`config.mk`:
```
export PLATFORM = sky130hd
export DESIGN_NAME = mmio_bus_ctrl
export DESIGN_NICKNAME = d
export VERILOG_FILES = /design/src/rtl/mmio_bus_ctrl.sv
export SDC_FILE = /design/constraint.sdc
export NUM_CORES = 1
export LEC_CHECK = 0
export BUFFER_PORTS_ARGS = -buffer_cell sky130_fd_sc_hd__buf_2
export CORE_UTILIZATION = 53
export DETAILED_ROUTE_END_ITERATION = 8
export PLACE_DENSITY_LB_ADDON = 0.08
export SYNTH_ARGS = -nofsm -noshare
export SYNTH_HDL_FRONTEND = slang
export SYNTH_SLANG_ARGS = --single-unit
```
`constraint.sdc`:
```
create_clock -name clk -period 5.4 [get_ports clk]
set_input_delay 1.08 -clock clk [delete_from_list [all_inputs] [get_ports clk]]
set_output_delay 1.08 -clock clk [all_outputs]
set_load 0.01 [all_outputs]
```
`src/rtl/mmio_bus_ctrl.sv`:
```
// mmio_bus_ctrl: registered MMIO bus controller routing CPU memory-stage accesses to RAM, serial and VGA.
// Optional VGA handshake timeout is compiled in when MMIO_TIMEOUT_EN is defined.
`timescale 1ns/1ps
module mmio_bus_ctrl #(
   parameter int unsigned       ADDR_W        = 16,
   parameter int unsigned       DATA_W        = 16,
   parameter logic [ADDR_W-1:0] SER_DATA_ADDR = 16'hBF00,
   parameter logic [ADDR_W-1:0] SER_STAT_ADDR = 16'hBF01,
   parameter logic [ADDR_W-1:0] VGA_BASE      = 16'hBE00,
   parameter int unsigned       VGA_AW        = 4,
   parameter int unsigned       RAM_WAIT      = 1,
   parameter int unsigned       TIMEOUT       = 255
) (
   input  logic              clk,
   input  logic              rst,
   input  logic              req_i,
   input  logic              we_i,
   input  logic [ADDR_W-1:0] addr_i,
   input  logic [DATA_W-1:0] wdata_i,
   output logic [DATA_W-1:0] rdata_o,
   output logic              ack_o,
   output logic              busy_o,
   output logic              err_o,
   output logic              ram_enable_o,
   output logic              ram_readWrite_o,
   output logic [ADDR_W-1:0] ram_address_o,
   output logic [DATA_W-1:0] ram_dataWrite_o,
   input  logic [DATA_W-1:0] ram_dataRead_i,
   output logic              serial_enable_o,
   output logic              serial_readWrite_o,
   output logic              serial_fetch_data_o,
   output logic [7:0]        serial_dataWrite_o,
   input  logic [7:0]        serial_dataRead_i,
   input  logic              serial_sendComplete_i,
   input  logic              serial_receiveComplete_i,
   output logic              vga_enable_o,
   output logic              vga_readWrite_o,
   output logic [VGA_AW-1:0] vga_address_o,
   output logic [DATA_W-1:0] vga_dataWrite_o,
   input  logic [DATA_W-1:0] vga_dataRead_i,
   input  logic              vga_ready_i
);

   // state        | meaning
   // S_IDLE       | waiting for req_i, nothing driven
   // S_RAM_SETUP  | RAM enabled, address/data settle, write strobe held off
   // S_RAM_ACCESS | RAM_WAIT+1 cycles with write strobe = we; read sampled in last cycle
   // S_SER        | one-cycle serial data/status access
   // S_VGA        | VGA strobe held until vga_ready_i (or timeout)
   // S_DONE       | ack_o pulse, all strobes low

   typedef enum logic [2:0] {
      S_IDLE,
      S_RAM_SETUP,
      S_RAM_ACCESS,
      S_SER,
      S_VGA,
      S_DONE
   } state_t;

   typedef enum logic [1:0] {
      T_RAM,
      T_SER_DATA,
      T_SER_STAT,
      T_VGA
   } tgt_t;

   if (RAM_WAIT > 15 || VGA_AW < 1 || VGA_AW >= ADDR_W || DATA_W < 8 ||
       TIMEOUT < 1 || TIMEOUT > 256 || VGA_BASE[VGA_AW-1:0] != '0) begin : g_param_check
      $error("mmio_bus_ctrl: illegal parameter set");
   end

   state_t     state_q;
   tgt_t       tgt_q;
   tgt_t       tgt_d;
   logic       we_q;
   logic [3:0] wait_q;

   always_comb begin
      tgt_d = T_RAM;
      if (addr_i == SER_DATA_ADDR) begin
         tgt_d = T_SER_DATA;
      end else if (addr_i == SER_STAT_ADDR) begin
         tgt_d = T_SER_STAT;
      end else if (addr_i[ADDR_W-1:VGA_AW] == VGA_BASE[ADDR_W-1:VGA_AW]) begin
         tgt_d = T_VGA;
      end
   end

`ifdef MMIO_TIMEOUT_EN
   logic [7:0] tmo_q;
`else
   assign err_o = 1'b0;
`endif

   always_ff @(posedge clk or posedge rst) begin
      if (rst) begin
         state_q             <= S_IDLE;
         tgt_q               <= T_RAM;
         we_q                <= 1'b0;
         wait_q              <= '0;
         rdata_o             <= '0;
         ack_o               <= 1'b0;
         busy_o              <= 1'b0;
         ram_enable_o        <= 1'b0;
         ram_readWrite_o     <= 1'b0;
         ram_address_o       <= '0;
         ram_dataWrite_o     <= '0;
         serial_enable_o     <= 1'b0;
         serial_readWrite_o  <= 1'b0;
         serial_fetch_data_o <= 1'b0;
         serial_dataWrite_o  <= '0;
         vga_enable_o        <= 1'b0;
         vga_readWrite_o     <= 1'b0;
         vga_address_o       <= '0;
         vga_dataWrite_o     <= '0;
`ifdef MMIO_TIMEOUT_EN
         err_o               <= 1'b0;
         tmo_q               <= '0;
`endif
      end else begin
         serial_enable_o     <= 1'b1;
         ack_o               <= 1'b0;
         serial_readWrite_o  <= 1'b0;
         serial_fetch_data_o <= 1'b0;
`ifdef MMIO_TIMEOUT_EN
         err_o               <= 1'b0;
`endif
         case (state_q)
            S_IDLE: begin
               if (req_i) begin
                  busy_o <= 1'b1;
                  we_q   <= we_i;
                  tgt_q  <= tgt_d;
                  case (tgt_d)
                     T_RAM: begin
                        state_q         <= S_RAM_SETUP;
                        ram_enable_o    <= 1'b1;
                        ram_readWrite_o <= 1'b0;
                        ram_address_o   <= addr_i;
                        ram_dataWrite_o <= wdata_i;
                     end
                     T_SER_DATA: begin
                        state_q             <= S_SER;
                        serial_readWrite_o  <= we_i;
                        serial_fetch_data_o <= ~we_i;
                        if (we_i) begin
                           serial_dataWrite_o <= wdata_i[7:0];
                        end
                     end
                     T_SER_STAT: begin
                        state_q <= S_SER;
                     end
                     default: begin
                        state_q         <= S_VGA;
                        vga_enable_o    <= 1'b1;
                        vga_readWrite_o <= we_i;
                        vga_address_o   <= addr_i[VGA_AW-1:0];
                        vga_dataWrite_o <= wdata_i;
`ifdef MMIO_TIMEOUT_EN
                        tmo_q           <= 8'(TIMEOUT - 1);
`endif
                     end
                  endcase
               end
            end

            S_RAM_SETUP: begin
               state_q         <= S_RAM_ACCESS;
               ram_readWrite_o <= we_q;
               wait_q          <= 4'(RAM_WAIT);
            end

            S_RAM_ACCESS: begin
               if (wait_q == 4'd0) begin
                  state_q         <= S_DONE;
                  ram_enable_o    <= 1'b0;
                  ram_readWrite_o <= 1'b0;
                  ack_o           <= 1'b1;
                  if (!we_q) begin
                     rdata_o <= ram_dataRead_i;
                  end
               end else begin
                  wait_q <= wait_q - 4'd1;
               end
            end

            S_SER: begin
               state_q <= S_DONE;
               ack_o   <= 1'b1;
               if (!we_q) begin
                  if (tgt_q == T_SER_DATA) begin
                     rdata_o <= DATA_W'(serial_dataRead_i);
                  end else begin
                     rdata_o <= DATA_W'({serial_receiveComplete_i, serial_sendComplete_i});
                  end
               end
            end

            S_VGA: begin
               if (vga_ready_i) begin
                  state_q         <= S_DONE;
                  vga_enable_o    <= 1'b0;
                  vga_readWrite_o <= 1'b0;
                  ack_o           <= 1'b1;
                  if (!we_q) begin
                     rdata_o <= vga_dataRead_i;
                  end
`ifdef MMIO_TIMEOUT_EN
               end else if (tmo_q == 8'd0) begin
                  // Abandoned access: report the error alongside the ack.
                  state_q         <= S_DONE;
                  vga_enable_o    <= 1'b0;
                  vga_readWrite_o <= 1'b0;
                  ack_o           <= 1'b1;
                  err_o           <= 1'b1;
                  if (!we_q) begin
                     rdata_o <= '1;
                  end
               end else begin
                  tmo_q <= tmo_q - 8'd1;
`endif
               end
            end

            S_DONE: begin
               state_q <= S_IDLE;
               busy_o  <= 1'b0;
            end

            default: begin
               state_q <= S_IDLE;
               busy_o  <= 1'b0;
            end
         endcase
      end
   end

endmodule

```
==> results of run 1 <==
## sequential cells by signal, indices dropped and copies added (netlist names), 2 cells and up
register and count:
tgt_q 2, state_q 3, vga_address_o 4, wait_q 4
ram_address_o 16, vga_dataWrite_o 16, rdata_o 16, serial_dataWrite_o 8
ram_dataWrite_o 16
## critical path: stages
cell and delay (ps):
buf_2 110, or3_1 430, nor3_1 460, nand4b_1 240, and2_1 200, ha_1 210, nand2_1 70, buf_4 380
mux2_2 390
## Yosys cell counts, types with 2 or more instances
master and instances:
o31ai_1 3, o22ai_1 10, a2bb2oi_1 7, ha_1 3, nor4_1 3, buf_1 5, nor2_1 8, or3b_2 2
a31oi_1 2, conb_1 2, clkbuf_1 8, nor2b_1 5, nand2b_1 2, a22o_1 9, mux2_2 71, a21oi_1 14
a211oi_1 2, and2_1 3, nor3_1 6, buf_2 3, nand3_1 3, o21ai_0 24, nand2_1 16, inv_1 5
dfrtp_1 95, nand4b_1 7
## cell families (layout without fill, tap and decap cells)
kind of cell,after synthesis,after routing,share of synthesized area
other cells,2,2,0.00177
buf+inv,23,186,0.0221
compound gates,77,77,0.116
mux,71,71,0.189
flops,95,95,0.561
fa+ha+maj,3,3,0.00886
simple gates,68,68,0.102
## metal layers
layer	up-vias	wire (um)	track usage
li1	1564	-	-
met1	1632	4090	0.293
met4	0	136	0.0847
met5	-	0	0
met2	100	4650	0.389
met3	14	620	0.0670
## area by class of cell
| class | instances | area, sq um |
|---|---|---|
| repair buffers | 166 | 838 |
| multi-input cells | 221 | 1770 |
| fillers | 602 | 2380 |
| clock buffers | 9 | 124 |
| clock inverters | 5 | 83.8 |
| well taps | 102 | 128 |
| inverters | 6 | 25.0 |
| flip-flops and latches | 95 | 2380 |
## through the flow
step	instances	total power, W
6_report	604	0.00258
5_1_grt	604	0.00274
4_1_cts	604	0.00260
3_5_place_dp	590	0.00210
3_3_place_gp	590	0.00207
2_1_floorplan	339	0.00174
## path summary, 6_finish.rpt
path                                    startpoint               endpoint  slack, ps  cells after the start
worst max-delay path                     addr_i[4]      ram_address_o[10]       2050                      9
worst max register to register          state_q[0]       vga_address_o[2]       2660                      4
worst min-delay path            vga_dataWrite_o[1]     vga_dataWrite_o[1]        500                      1
min in group asynchronous                      rst     vga_dataWrite_o[1]        780                      2
max in group asynchronous                      rst  serial_dataWrite_o[4]       3600                      3
worst min register to register  vga_dataWrite_o[1]     vga_dataWrite_o[1]        500                      1
## power by group
group	leakage, nW	total [W]	internal (W)	switching [W]
Sequential	1.21	0.00111	0.000930	0.000176
Clock	0.0978	0.000502	0.000257	0.000244
Combinational	1.41	0.000971	0.000482	0.000489
Total	2.72	0.00258	0.00167	0.000909
==> results by group, run 1 <==
Worst setup path
  – Required time of the worst setup path: roughly 5600 ps
  – WS Path Type: in -> reg
  – Worst Path Arrival: 3590 ps
  – Critical Path Source Type: input pin
  – CP Max Fanout: 32
  – Worst setup EP type: register

Floorplanning
  – Chip Width: a little over 90 um
  – Die Ht: between 90 and 100 um
  – I/O pin count: roughly 170
  – Row count: 32
  – Initial core utilization: 0.549
  – Core area: roughly 7700 sq um
  – Die Footprint: 8360 sq um

Drt
  – DRT Wirelength: ~9500 um
  – Post-DRT Antenna Nets: 0
  – Via count: around 3.3k
  – Routed vias/inst: about 5.5
  – WL/cell: ~16 um
  – Drt drc: 0
  – Drt initial violations: around 100
  – DRT Pass-1 Iters: 4

Timing
  – Final hold viol count: 0
  – Final period util: 0.620
  – Actual slew at the worst max-slew pin: roughly 980 ps
  – Unrepaired setup endpoints after global routing: false
  – Setup slack after layout: approximately 2100 ps
  – Min Hold Slack: 504 ps
  – TNS Setup: 0 ps
  – Endpoints failing setup: 0
  – Pins Over Slew Limit: 0
  – Skew final: approximately 10 ps
  – Rel. slew slack: 0.343
  – Max Freq: around 300 MHz
  – Clock period minus worst slack: 3350 ps

Job
  – MaxCap Viol Count: 0

Synthesis
  – Ys async rst share: 1.00
  – Synth Net Count: between 400 and 500
  – Mapped Area: around 4200 sq um
  – Syn Area/Cell: approximately 13 sq um
  – Post-synth top area cell: dfrtp_1
  – EDFF count, synth: 0
  – Area contributors post-synth: dfrtp_1 56%, mux2_2 19%, o21ai_0 2.8%
  – Ys Warns: 0
  – Top_reg_cell synth: dfrtp_1
  – Post-synthesis cell count: 339
  – Library cells used by synthesis: 47
  – Post-synth top area share: 0.561
  – Register area share after synthesis: 0.561
  – FF+latch count, synth: between 90 and 100

Finish
  – Most frequent cells in the layout: 163 x buf_2, 95 x dfrtp_1, 71 x mux2_2
  – Share of post-route cells with drive strength above 1: 0.520
  – Core Util, Final: 0.692
  – P&R area growth vs syn: 26.1%
  – Nets@finish: approximately 580
  – Antenna fix cells: 0
  – Commonest non-fill, non-tap cell in the layout: buf_2
  – Design Area, Final: about 5300 sq um

Clock network
  – Post-CTS setup buffers: 0
  – Post-CTS resize count: 0
  – Max Root-Sink Buffers: 2
  – # clock sinks: 95
  – CTS tree: built
  – H-tree depth: 3
  – Post-CTS Hold Buffers: 0
  – Clk Latency, worst-skew pair: 360 ps
  – CTS Buf Count: 9
  – Root buf cell: clkbuf_8
  – Clock slew seen by the registers of the worst setup and hold paths: ~90 ps

Global routing
  – Initial antenna violation count: 0
  – GRT Total Usage: 0.235
  – Gr ovfl total: 0
  – Pin count of the biggest net entering global routing: 53
  – First-pass GRT wire length: roughly 15000 um
  – Vias in the first global route: approximately 3.3k

Place
  – Final GP Congestion: around 0.8
  – Dpl cell area: ~5100 sq um
  – Worst slack, placed: around 1700 ps
  – DP HPWL: around 6900 um
  – Port Buffers: approximately 160

Power and ir drop
  – Peak VDD IR: around 0.00027 V
  – Power density over the cells: between 400 and 500 nW/um^2
  – Leakage: about 2.7 nW

Outcome
  – Status: finished, final reports clean

Worst hold path
  – HP Class: reg -> reg
No activity file was read; power rests on OpenSTA's default activity.
==> inputs of run 2 (changes only) <==
--- a/config.mk
+++ b/config.mk
@@ -6,7 +6,7 @@
 export NUM_CORES = 1
 export LEC_CHECK = 0
 export BUFFER_PORTS_ARGS = -buffer_cell sky130_fd_sc_hd__buf_2
-export CORE_UTILIZATION = 53
+export CORE_UTILIZATION = 49
 export DETAILED_ROUTE_END_ITERATION = 8
 export PLACE_DENSITY_LB_ADDON = 0.08
 export SYNTH_ARGS = -nofsm -noshare
==> constraint.sdc (replaced) <==
create_clock -name clk -period 3.3 [get_ports clk]
set_input_delay 0.66 -clock clk [delete_from_list [all_inputs] [get_ports clk]]
set_output_delay 0.66 -clock clk [all_outputs]
set_load 0.01 [all_outputs]
==> results by group, run 2 (same netlist as run 1, synthesis figures left out) <==
Drt
  – Post-DRT Antenna Nets: 0
  – WL/cell: roughly 16 um
  – Routed vias/inst: ~5.4
  – DRT Pass-1 Iters: 4
  – DRT Wirelength: just under 10000 um
  – Drt drc: 0
  – Drt initial violations: around 120
  – Via count: approximately 3.3k

Clock network
  – Post-CTS setup buffers: 0
  – # clock sinks: 95
  – Post-CTS Hold Buffers: 0
  – Post-CTS resize count: 0
  – Root buf cell: clkbuf_8
  – Max Root-Sink Buffers: 2
  – CTS Buf Count: 9
  – Clock slew seen by the registers of the worst setup and hold paths: ~100 ps
  – CTS tree: built
  – H-tree depth: 3
  – Clk Latency, worst-skew pair: 370 ps

Global routing
  – First-pass GRT wire length: 15700 um
  – Vias in the first global route: ~3.3k
  – GRT Total Usage: 0.228
  – Initial antenna violation count: 0
  – Gr ovfl total: 0
  – Pin count of the biggest net entering global routing: 90

Worst hold path
  – Worst Hold Endpoint: serial_fetch_data_o
  – Worst hold stages: 2
  – Min-delay src: we_i
  – HP Class: in -> reg

Floorplanning
  – Chip Width: between 90 and 100 um
  – Row count: 33
  – Die Ht: around 95 um
  – Die Footprint: roughly 9000 sq um
  – Initial core utilization: 0.511
  – Core area: ~8300 sq um
  – I/O pin count: around 170

Timing
  – Rel. slew slack: 0.154
  – Unrepaired setup endpoints after global routing: false
  – Skew final: 8.80 ps
  – Actual slew at the worst max-slew pin: roughly 1300 ps
  – Clock period minus worst slack: ~2800 ps
  – Pins Over Slew Limit: 0
  – Endpoints failing setup: 0
  – Final hold viol count: 0
  – Final period util: 0.852
  – TNS Setup: 0 ps
  – Max Freq: 356 MHz
  – Min Hold Slack: between 400 and 500 ps

Finish
  – Nets@finish: 585
  – Sequential Area: around 2400 sq um
  – Share of post-route cells with drive strength above 1: 0.526
  – FILL cells: slightly below 700
  – Multi-input gate area in the final layout: 1770 sq um
  – Most frequent cells in the layout: 163 x buf_2, 95 x dfrtp_1, 71 x mux2_2
  – Design Area, Final: 5390 sq um
  – P&R area growth vs syn: 27.2%
  – Commonest non-fill, non-tap cell in the layout: buf_2
  – Antenna fix cells: 0
  – Finished Layout Cells: ~610

Worst setup path
  – R2R depth: 4
  – WS Path Type: reg -> reg
  – Worst R2R End: rdata_o[13]
  – CP Cell Sequence: and3b_1 > a211oi_1 > nor2_2 > mux2_2
  – Critical Path Source Type: register
  – CP max stage delay: ~1000 ps
  – Worst Path Arrival: a little over 3000 ps
  – Worst R2R Setup Slack: around 490 ps
  – Worst setup EP type: register
  – CP Max Fanout: 23
  – Crit path max-delay cell type: a211oi_1
  – Crit Reg-Reg Startpoint: state_q[2]
  – Required time of the worst setup path: 3550 ps

Place
  – Inst Count DP: about 600
  – DP HPWL: between 7000 and 8000 um
  – Final GP Congestion: around 0.75
  – Dpl cell area: 5180 sq um
  – Port Buffers: ~160

Outcome
  – Status: finished, final reports clean

Power and ir drop
  – Switch share: 0.365
  – Logic pwr share: 0.388
  – Share of power burned in the clock network: 0.191
  – Design Power: between 0.004 and 0.005 W
  – Internal power: 0.00270 W
  – Power density over the cells: between 700 and 800 nW/um^2
  – Leakage: around 2.8 nW
  – Sw Pwr: around 0.0015 W
  – Reg power frac: 0.421
  – Peak VDD IR: between 0.0004 and 0.0005 V

Job
  – MaxCap Viol Count: 0
-- run 2: cell type report --
cell class	instances	share of cell area
tap	105	0.0244
clock buffer	9	0.0230
sequential	95	0.441
clock inverter	7	0.0156
timing repair buffer	170	0.163
inverter	6	0.00464
multi-input combinational	221	0.328
-- run 2: how the worst max path moves through the flow --
stage                    start                  end  slack, ps  cells after the start
floorplan                  rst                ack_o        160                      1
global placement     addr_i[4]     ram_address_o[5]        400                      8
detailed placement   addr_i[4]  ram_dataWrite_o[13]        370                      8
CTS                 state_q[2]          rdata_o[13]        470                      4
global route        state_q[2]          rdata_o[11]        210                      4
finish              state_q[2]          rdata_o[13]        490                      4
-- run 2: metrics by stage --
| step | setup slack [ps] | util |
|---|---|---|
| 6_report | 489 | 0.649 |
| 5_1_grt | 207 | 0.649 |
| 4_1_cts | 465 | 0.649 |
| 3_5_place_dp | 370 | 0.624 |
| 3_3_place_gp | 398 | 0.624 |
| 2_1_floorplan | 163 | - |
-- run 2: power groups by stage --
stage	Sequential (W)	Clock, W	Combinational [W]
finish	0.00179	0.000809	0.00165
global placement	0.00179	0	0.00163
detailed placement	0.00181	0	0.00166
CTS	0.00179	0.000832	0.00167
floorplan	0.00188	0	0.000964
global route	0.00184	0.000872	0.00182
-- run 2: per-layer routing --
metal | wire, um | up-vias | global-route usage
li1 | - | 1580 | -
met1 | 4200 | 1639 | 0.282
met2 | 4970 | 104 | 0.388
met3 | 657 | 6 | 0.0718
met4 | 87 | 0 | 0.0606
met5 | 0 | - | 0
-- run 2: critical path: cells and delay by family (launching register included) --
| kind | cells | cell delay [ps] |
|---|---|---|
| AOI/OAI and AO/OA | 1 | 990 |
| DFF | 1 | 790 |
| and+or+nand+nor | 2 | 560 |
| muxes | 1 | 360 |
